--- config.mk ---
export PLATFORM = sky130hd
export DESIGN_NAME = gonso_wb_master
export DESIGN_NICKNAME = d
export VERILOG_FILES = /design/src/rtl/gonso_wb_pkg.sv /design/src/rtl/gonso_wbm_watchdog.sv /design/src/rtl/gonso_wb_master.sv
export SDC_FILE = /design/constraint.sdc
export NUM_CORES = 1
export LEC_CHECK = 0
export ABC_AREA = 0
export CORE_MARGIN = 3
export CORE_UTILIZATION = 35
export DETAILED_ROUTE_END_ITERATION = 16
export HOLD_SLACK_MARGIN = 0.12
export PLACE_DENSITY = 0.69
export SYNTH_ARGS = -nofsm -noshare
export SYNTH_HDL_FRONTEND = slang
export SYNTH_HIERARCHICAL = 1
export SYNTH_SLANG_ARGS = --single-unit
--- constraint.sdc ---
create_clock -name clk -period 2.94 [get_ports clk]
set_input_delay 0.735 -clock clk [delete_from_list [all_inputs] [get_ports clk]]
set_output_delay 0.735 -clock clk [all_outputs]
set_load 0.01 [all_outputs]
--- src/rtl/gonso_wb_pkg.sv ---
// Shared types and constants for the Gonso Wishbone initiator.
package gonso_wb_pkg;

    localparam int WB_DATA_W = 32;
    localparam int WB_SEL_W  = 4;

    localparam logic [31:0] GONSO_ADDR       = 32'h3003_0004;
    localparam logic [31:0] GONSO_PLUS_ADDR  = 32'h3003_0008;
    localparam logic [31:0] GONSO_COLOR_ADDR = 32'h3003_000C;

    typedef enum logic [1:0] {
        ST_IDLE = 2'd0,
        ST_BUS  = 2'd1,
        ST_RESP = 2'd2
    } wbm_state_e;

endpackage

--- src/rtl/gonso_wbm_watchdog.sv ---
// Ack-wait counter for gonso_wb_master; only used when GONSO_WBM_TIMEOUT_EN is defined.
module gonso_wbm_watchdog #(
    parameter int TIMEOUT_CYCLES = 16
) (
    input  logic clk,
    input  logic rst,
    input  logic clear,
    input  logic count_en,
    output logic expired
);

    localparam int CNT_W = (TIMEOUT_CYCLES > 2) ? $clog2(TIMEOUT_CYCLES) : 1;
    localparam logic [CNT_W-1:0] TERMINAL = CNT_W'(TIMEOUT_CYCLES - 1);

    logic [CNT_W-1:0] cnt_r;

    // Count waiting cycles; saturate at the terminal value until cleared.
    always_ff @(posedge clk) begin
        if (rst) begin
            cnt_r <= {CNT_W{1'b0}};
        end else if (clear) begin
            cnt_r <= {CNT_W{1'b0}};
        end else if (count_en && !expired) begin
            cnt_r <= cnt_r + CNT_W'(1);
        end else begin
            cnt_r <= cnt_r;
        end
    end

    assign expired = (cnt_r == TERMINAL);

endmodule

--- src/rtl/gonso_wb_master.sv ---
// Wishbone classic single-transfer initiator with valid/ready command and response ports.
// Optional ack timeout enabled by defining GONSO_WBM_TIMEOUT_EN.
module gonso_wb_master
    import gonso_wb_pkg::*;
#(
    parameter int TIMEOUT_CYCLES = 16
) (
    input  logic                 clk,
    input  logic                 rst,
    input  logic                 cmd_valid,
    output logic                 cmd_ready,
    input  logic                 cmd_we,
    input  logic [31:0]          cmd_addr,
    input  logic [WB_DATA_W-1:0] cmd_wdata,
    input  logic [WB_SEL_W-1:0]  cmd_sel,
    output logic                 rsp_valid,
    input  logic                 rsp_ready,
    output logic [WB_DATA_W-1:0] rsp_rdata,
    output logic                 rsp_timeout,
    output logic                 busy,
    output logic                 wbm_cyc_o,
    output logic                 wbm_stb_o,
    output logic                 wbm_we_o,
    output logic [31:0]          wbm_adr_o,
    output logic [WB_DATA_W-1:0] wbm_dat_o,
    output logic [WB_SEL_W-1:0]  wbm_sel_o,
    input  logic [WB_DATA_W-1:0] wbm_dat_i,
    input  logic                 wbm_ack_i
);

    localparam logic [1:0] IDLE = ST_IDLE;
    localparam logic [1:0] BUS  = ST_BUS;
    localparam logic [1:0] RESP = ST_RESP;

    logic [1:0]           state_r;
    logic [1:0]           state_s;
    logic [WB_DATA_W-1:0] rdata_s;
    logic                 timeout_s;
    logic                 cmd_fire_s;
    logic                 expired_s;

    assign cmd_fire_s = cmd_valid && cmd_ready;

`ifdef GONSO_WBM_TIMEOUT_EN
    logic wd_count_en_s;

    assign wd_count_en_s = (state_r == BUS) && !wbm_ack_i;

    gonso_wbm_watchdog #(
        .TIMEOUT_CYCLES (TIMEOUT_CYCLES)
    ) u_watchdog (
        .clk      (clk),
        .rst      (rst),
        .clear    (cmd_fire_s),
        .count_en (wd_count_en_s),
        .expired  (expired_s)
    );
`else
    assign expired_s = 1'b0;
`endif

    // Next-state and response capture; ack takes priority over the terminal count.
    always_comb begin
        state_s   = state_r;
        rdata_s   = rsp_rdata;
        timeout_s = rsp_timeout;
        case (state_r)
            IDLE: begin
                if (cmd_fire_s) begin
                    state_s = BUS;
                end else begin
                    state_s = IDLE;
                end
            end
            BUS: begin
                if (wbm_ack_i) begin
                    state_s   = RESP;
                    rdata_s   = wbm_we_o ? {WB_DATA_W{1'b0}} : wbm_dat_i;
                    timeout_s = 1'b0;
                end else if (expired_s && (TIMEOUT_CYCLES >= 2)) begin
                    state_s   = RESP;
                    rdata_s   = {WB_DATA_W{1'b0}};
                    timeout_s = 1'b1;
                end else begin
                    state_s = BUS;
                end
            end
            RESP: begin
                if (rsp_ready) begin
                    state_s = IDLE;
                end else begin
                    state_s = RESP;
                end
            end
            default: begin
                state_s = IDLE;
            end
        endcase
    end

    // State and all outputs are registered from the next-state decode.
    always_ff @(posedge clk) begin
        if (rst) begin
            state_r     <= IDLE;
            cmd_ready   <= 1'b0;
            busy        <= 1'b0;
            rsp_valid   <= 1'b0;
            rsp_rdata   <= {WB_DATA_W{1'b0}};
            rsp_timeout <= 1'b0;
            wbm_cyc_o   <= 1'b0;
            wbm_stb_o   <= 1'b0;
            wbm_we_o    <= 1'b0;
            wbm_adr_o   <= 32'h0000_0000;
            wbm_dat_o   <= {WB_DATA_W{1'b0}};
            wbm_sel_o   <= {WB_SEL_W{1'b0}};
        end else begin
            state_r     <= state_s;
            cmd_ready   <= (state_s == IDLE);
            busy        <= (state_s != IDLE);
            rsp_valid   <= (state_s == RESP);
            rsp_rdata   <= rdata_s;
            rsp_timeout <= timeout_s;
            wbm_cyc_o   <= (state_s == BUS);
            wbm_stb_o   <= (state_s == BUS);
            if (cmd_fire_s) begin
                wbm_we_o  <= cmd_we;
                wbm_adr_o <= cmd_addr;
                wbm_dat_o <= cmd_wdata;
                wbm_sel_o <= cmd_sel;
            end else begin
                wbm_we_o  <= wbm_we_o;
                wbm_adr_o <= wbm_adr_o;
                wbm_dat_o <= wbm_dat_o;
                wbm_sel_o <= wbm_sel_o;
            end
        end
    end

endmodule

# Yosys cells after proc, flatten, opt, wreduce, memory -nomap -nowiden
# Index checks and enable logic that the tools add are counted.
[op_classes]
add_sub_neg = 0
multipliers = 0
div_mod_pow = 0
order_cmp = 0
n_eq_ne = 4
n_shift = 0
mux = 5
bitwise = 0
n_reduce_logical = 5
[op_table]
columns = ["cell", "count"]
rows = [
  ["32-bit 2-to-1 mux", 1],
  ["2-bit one-hot mux with 3 select lines", 1],
  ["2-bit by 1-bit == test with 1-bit output, second input constant", 2],
  ["2-bit == test, second input constant", 2],
  ["2-bit logical NOT", 2],
  ["2-bit 2-to-1 mux", 2],
  ["2-bit AND reduction", 1],
  ["2-bit nonzero test", 1],
  ["1-bit logical AND", 1],
  ["1-bit 2-to-1 mux", 1],
]
[word_totals]
ff_bits = 107
latch_bits = 0
ramBits = 0
rom_bits = 0
inputBits = 106
out_inout_bits = 107
wordCells = 24
n_memories = 0

# Longest topological paths before layout
[logic_depth]
ltp_word = 4
ltp_mapped = 5
mapped_depth_nobuf = 2

# Worst setup path before layout
# OpenSTA, ideal clock, no wires.
[synth_timing]
path_kind = "input to register"
from = "input port cmd_valid"
to = "register busy"
setup_time_ns = 0.116
arrival_ns = 1.478
required_time_ns = 2.824
path_slack_ns = 1.346
cell_stages = 4
path_buffers = 2
cell_sequence = "buf_2 buf_6 a211o_2 and3b_1"
[synth_between]
elab_chain_cells = 4
[synth_rtl]
columns = ["element", "line_no", "rtl"]
rows = [
  ["from (decl)", "gonso_wb_master.sv:10", "input logic cmd_valid,"],
  ["1-bit logical AND", "gonso_wb_master.sv:42", "assign cmd_fire_s = cmd_valid && cmd_ready;"],
  ["1-bit 2-to-1 mux", "gonso_wb_master.sv:69", "if (cmd_fire_s) begin"],
  ["2-bit one-hot mux with 3 select lines", "gonso_wb_master.sv:67", "case (state_r)"],
  ["2-bit nonzero test", "gonso_wb_master.sv:119", "busy <= (state_s != IDLE);"],
  ["to (signal assigned)", "gonso_wb_master.sv:119", ""],
  ["to (decl)", "gonso_wb_master.sv:20", "output logic busy,"],
]
# No other way between the ends.
# A chain may end at the register's enable or synchronous reset.

# Worst setup path after layout
[layout_timing]
from = "register wbm_we_o"
to = "output port wbm_we_o"
[layout_lines]
columns = ["element", "line_no", "rtl"]
rows = [
  ["from (decl)", "gonso_wb_master.sv:23", "output logic wbm_we_o,"],
  ["from (signal assigned)", "gonso_wb_master.sv:126", "wbm_we_o <= cmd_we;"],
  ["from (signal assigned)", "gonso_wb_master.sv:131", "wbm_we_o <= wbm_we_o;"],
]
# No word-level cell between the ends.

==> impl_metrics.py <==
metrics = {
    "run_status": {
        "status": "finished clean",
    },
    "pwr": {
        "p_per_area_nw_per_um2": 473,
        "swShare": 0.229,
        "p_sw_mw": 0.775,
        "pwr-share-comb": 0.173,
        "finalPower_mw": 3.38,
        "internal_power_mw": 2.60,
        "seqPwrFrac": 0.457,
        "clock_power_share": 0.370,
        "ir_drop_mv": 0.335,
        "leakagePower_nw": 2.51,
    },
    "route": {
        "wirelength_um": 12400,
        "drtIter0Drc": 216,
        "ant_nets": 0,
        "viasPerCell": 4.86,
        "drc_errors": 0,
        "drtPass1Iterations": 4,
        "vias": 4047,
        "routedWlPerCell_um": 14.9,
    },
    "placement": {
        "hpwlAfterDp_um": 8550,
        "placed_cell_area_sq_um": 6830,
        "io_buffers": 211,
        "gp_congestion": 0.738,
        "pre_cts_ws_ns": 0.715,
    },
    "clock_network": {
        "cts_tree": "done",
        "ctsResizeCount": 0,
        "root_buffer": "clkbuf_16",
        "cts_setup_buffers": 0,
        "clk_latency_ns": 0.34,
        "cts_max_level": 3,
        "numCtsBuffers": 9,
        "clk_path_buf_depth": 2,
        "cts.clk_slew.worst_paths_ns": 0.07,
        "ctsHoldBuffers": 0,
        "cts.sinks": 107,
    },
    "global_route": {
        "antenna_found_initial": 0,
        "grtUsageMet1": 0.191,
        "grt_max_degree": 116,
        "grt_pass1_vias": 3852,
        "grt_use_met3": 0.0595,
        "grt.busiest_layer": "met2",
        "grt.overflow.total": 0,
        "track_usage": 0.159,
        "grt_pass1_wl_um": 19200,
        "globalRouteMet2Util": 0.258,
    },
    "timing": {
        "fin_ws_ns": 0.693,
        "slew-limit-headroom": 0.351,
        "setup_tns_ns": 0,
        "finClkSkew_ns": 0.00522,
        "finalSetupViolCount": 0,
        "rsz0062_at_grt": "false",
        "tightest_slew_ns": 0.973,
        "fin_crit_sh": 0.764,
        "final.min_clock_period_ns": 2.25,
        "slew_violations": 0,
        "hold_violations": 0,
        "hold_ws_ns": 0.475,
        "fmax_ghz": 0.445,
    },
    "min_path": {
        "hp-class": "reg -> reg",
        "hold-path-endpoint": "rsp_rdata[17]",
        "hp-start": "rsp_rdata[17]",
        "whs_path_depth": 2,
    },
    "floorplanning": {
        "core_area_sq_um": 13300,
        "start_util": 0.360,
        "num_io_pins": 213,
        "die-area_sq_um": 15100,
        "dieHeight_um": 123,
        "fp-row-count": 42,
        "die_w_um": 123,
    },
    "critical_path": {
        "critPathMaxStageDelay_ns": 0.59,
        "worstPathRequired_ns": 2.20,
        "rrSetupSlack_ns": 1.35,
        "critical_path_depth": 2,
        "r2r-end": "wbm_stb_o",
        "reg2reg_depth": 3,
        "critPathBufInv": 2,
        "cp_max_fo": 34,
        "crit_arrival_ns": 1.51,
        "startpoint_type": "flip-flop",
        "end_kind": "output port",
        "critPathSlowestCell": "clkdlybuf4s50_1",
        "worstPathCellList": "buf_4, clkdlybuf4s50_1",
        "startpoint": "wbm_we_o",
        "crit_family": "buffers and inverters",
        "r2r-start": "cmd_ready",
        "crit_type": "reg -> out",
    },
    "logic_synthesis": {
        "yosysSeqAreaShare": 0.447,
        "netlist_area_sq_um": 4790,
        "synth_warnings": 6,
        "ys_types": 21,
        "ys_ff_latch": 107,
        "syn_inst": 479,
        "synthXorXnorAreaFrac": 0,
        "synth-compound-area-share": 0.228,
        "syn-num-nets": 585,
        "synth-adder-area-share": 0,
        "synthMuxAreaShare": 0.0669,
        "synth_top_family_by_area": "compound AO/OA/AOI/OAI gates",
        "avgSynthCellArea_sq_um": 10.0,
        "synth-simple-area-share": 0.180,
    },
    "layout": {
        "register_area_sq_um": 2150,
        "layout-drive-gt1-share": 0.148,
        "fin_area_sq_um": 7140,
        "multi_input_area_sq_um": 2280,
        "fin_nets": 758,
        "num-fill-cells": 1181,
        "n_antenna_cell": 0,
        "syn_to_final_growth_pct": 48.9,
    },
    "flow_run": {
        "max_cap_viol_count": 0,
    },
}
[kinds of logic (layout without fill, tap and decap cells)]
| group | Yosys count | count (layout) |
|---|---|---|
| DFF | 107 | 107 |
| and+or+nand+nor | 138 | 138 |
| muxes | 32 | 32 |
| other | 1 | 1 |
| AOI/OAI and AO/OA | 145 | 145 |
| buffers and inverters | 56 | 234 |
[cell usage in the layout, fill, tap and decap left out, drive strengths merged, types with 9 or more instances in the layout]
cell type      instances
buf                    9
nand2b                33
clkbuf                14
dfxtp                107
clkdlybuf4s50        209
or3b                  32
nand3                 69
a21bo                 69
mux2i                 32
a21oi                 70
[metrics by stage]
step | util | std cells
floorplan | - | 479
detailed placement | 0.514 | 817
finish | 0.537 | 833
CTS | 0.537 | 833
global placement | 0.514 | 817
global route | 0.537 | 833
[synth_stat cells]
master / n / share of area
and3b_1: 2 / 0.0037
nand3_1: 69 / 0.072
nand3b_1: 1 / 0.0016
buf_6: 9 / 0.021
a211oi_1: 2 / 0.0031
buf_4: 2 / 0.0031
o21ba_2: 2 / 0.0042
dfxtp_1: 107 / 0.45
o21ai_0: 1 / 0.0010
clkbuf_1: 14 / 0.011
a211o_2: 1 / 0.0021
buf_12: 3 / 0.013
nor3b_1: 1 / 0.0016
or3b_2: 3 / 0.0055
a21oi_1: 70 / 0.073
or3b_1: 29 / 0.053
conb_1: 1 / 0.00078
buf_2: 28 / 0.029
mux2i_1: 32 / 0.067
a21bo_2: 69 / 0.14
nand2b_1: 33 / 0.043
[state kept, by name, summed over array words and instances (netlist names)]
name / count
cmd_ready: 1
rsp_valid: 1
wbm_we_o: 1
busy: 1
wbm_adr_o: 32
state_r: 2
wbm_stb_o: 1
rsp_rdata: 32
wbm_dat_o: 32
wbm_sel_o: 4
[cell type report]
cell class                 instances  area share
timing repair buffer             218       0.306
sequential                       107       0.301
multi-input combinational        316       0.320
clock inverter                     2     0.00842
clock buffer                      14      0.0342
tap                              176      0.0309
[power by group through the flow]
stage	clock network [mW]	registers (mW)	logic, mW
floorplan	0	1.60	0.279
global placement	0	1.57	0.578
detailed placement	0	1.58	0.587
CTS	1.30	1.54	0.589
global route	1.35	1.55	0.632
finish	1.25	1.54	0.584
[worst min-delay path: stages, from the launching register on]
cell,delay [ns]
dfxtp_1,0.31
nand2b_1,0.06
mux2i_1,0.06
[layer usage]
metal	routed length [um]	part of all wire
met5	0	0
met4	209	0.017
met3	1120	0.090
met2	5830	0.47
met1	5250	0.42
[worst max-delay path by stage]
stage	end
6_report	wbm_we_o
5_1_grt	wbm_we_o
4_1_cts	wbm_we_o
3_5_place_dp	rsp_rdata[27]
3_3_place_gp	rsp_rdata[4]
2_1_floorplan	busy
Note: power is estimated with default switching activity, not from simulation.
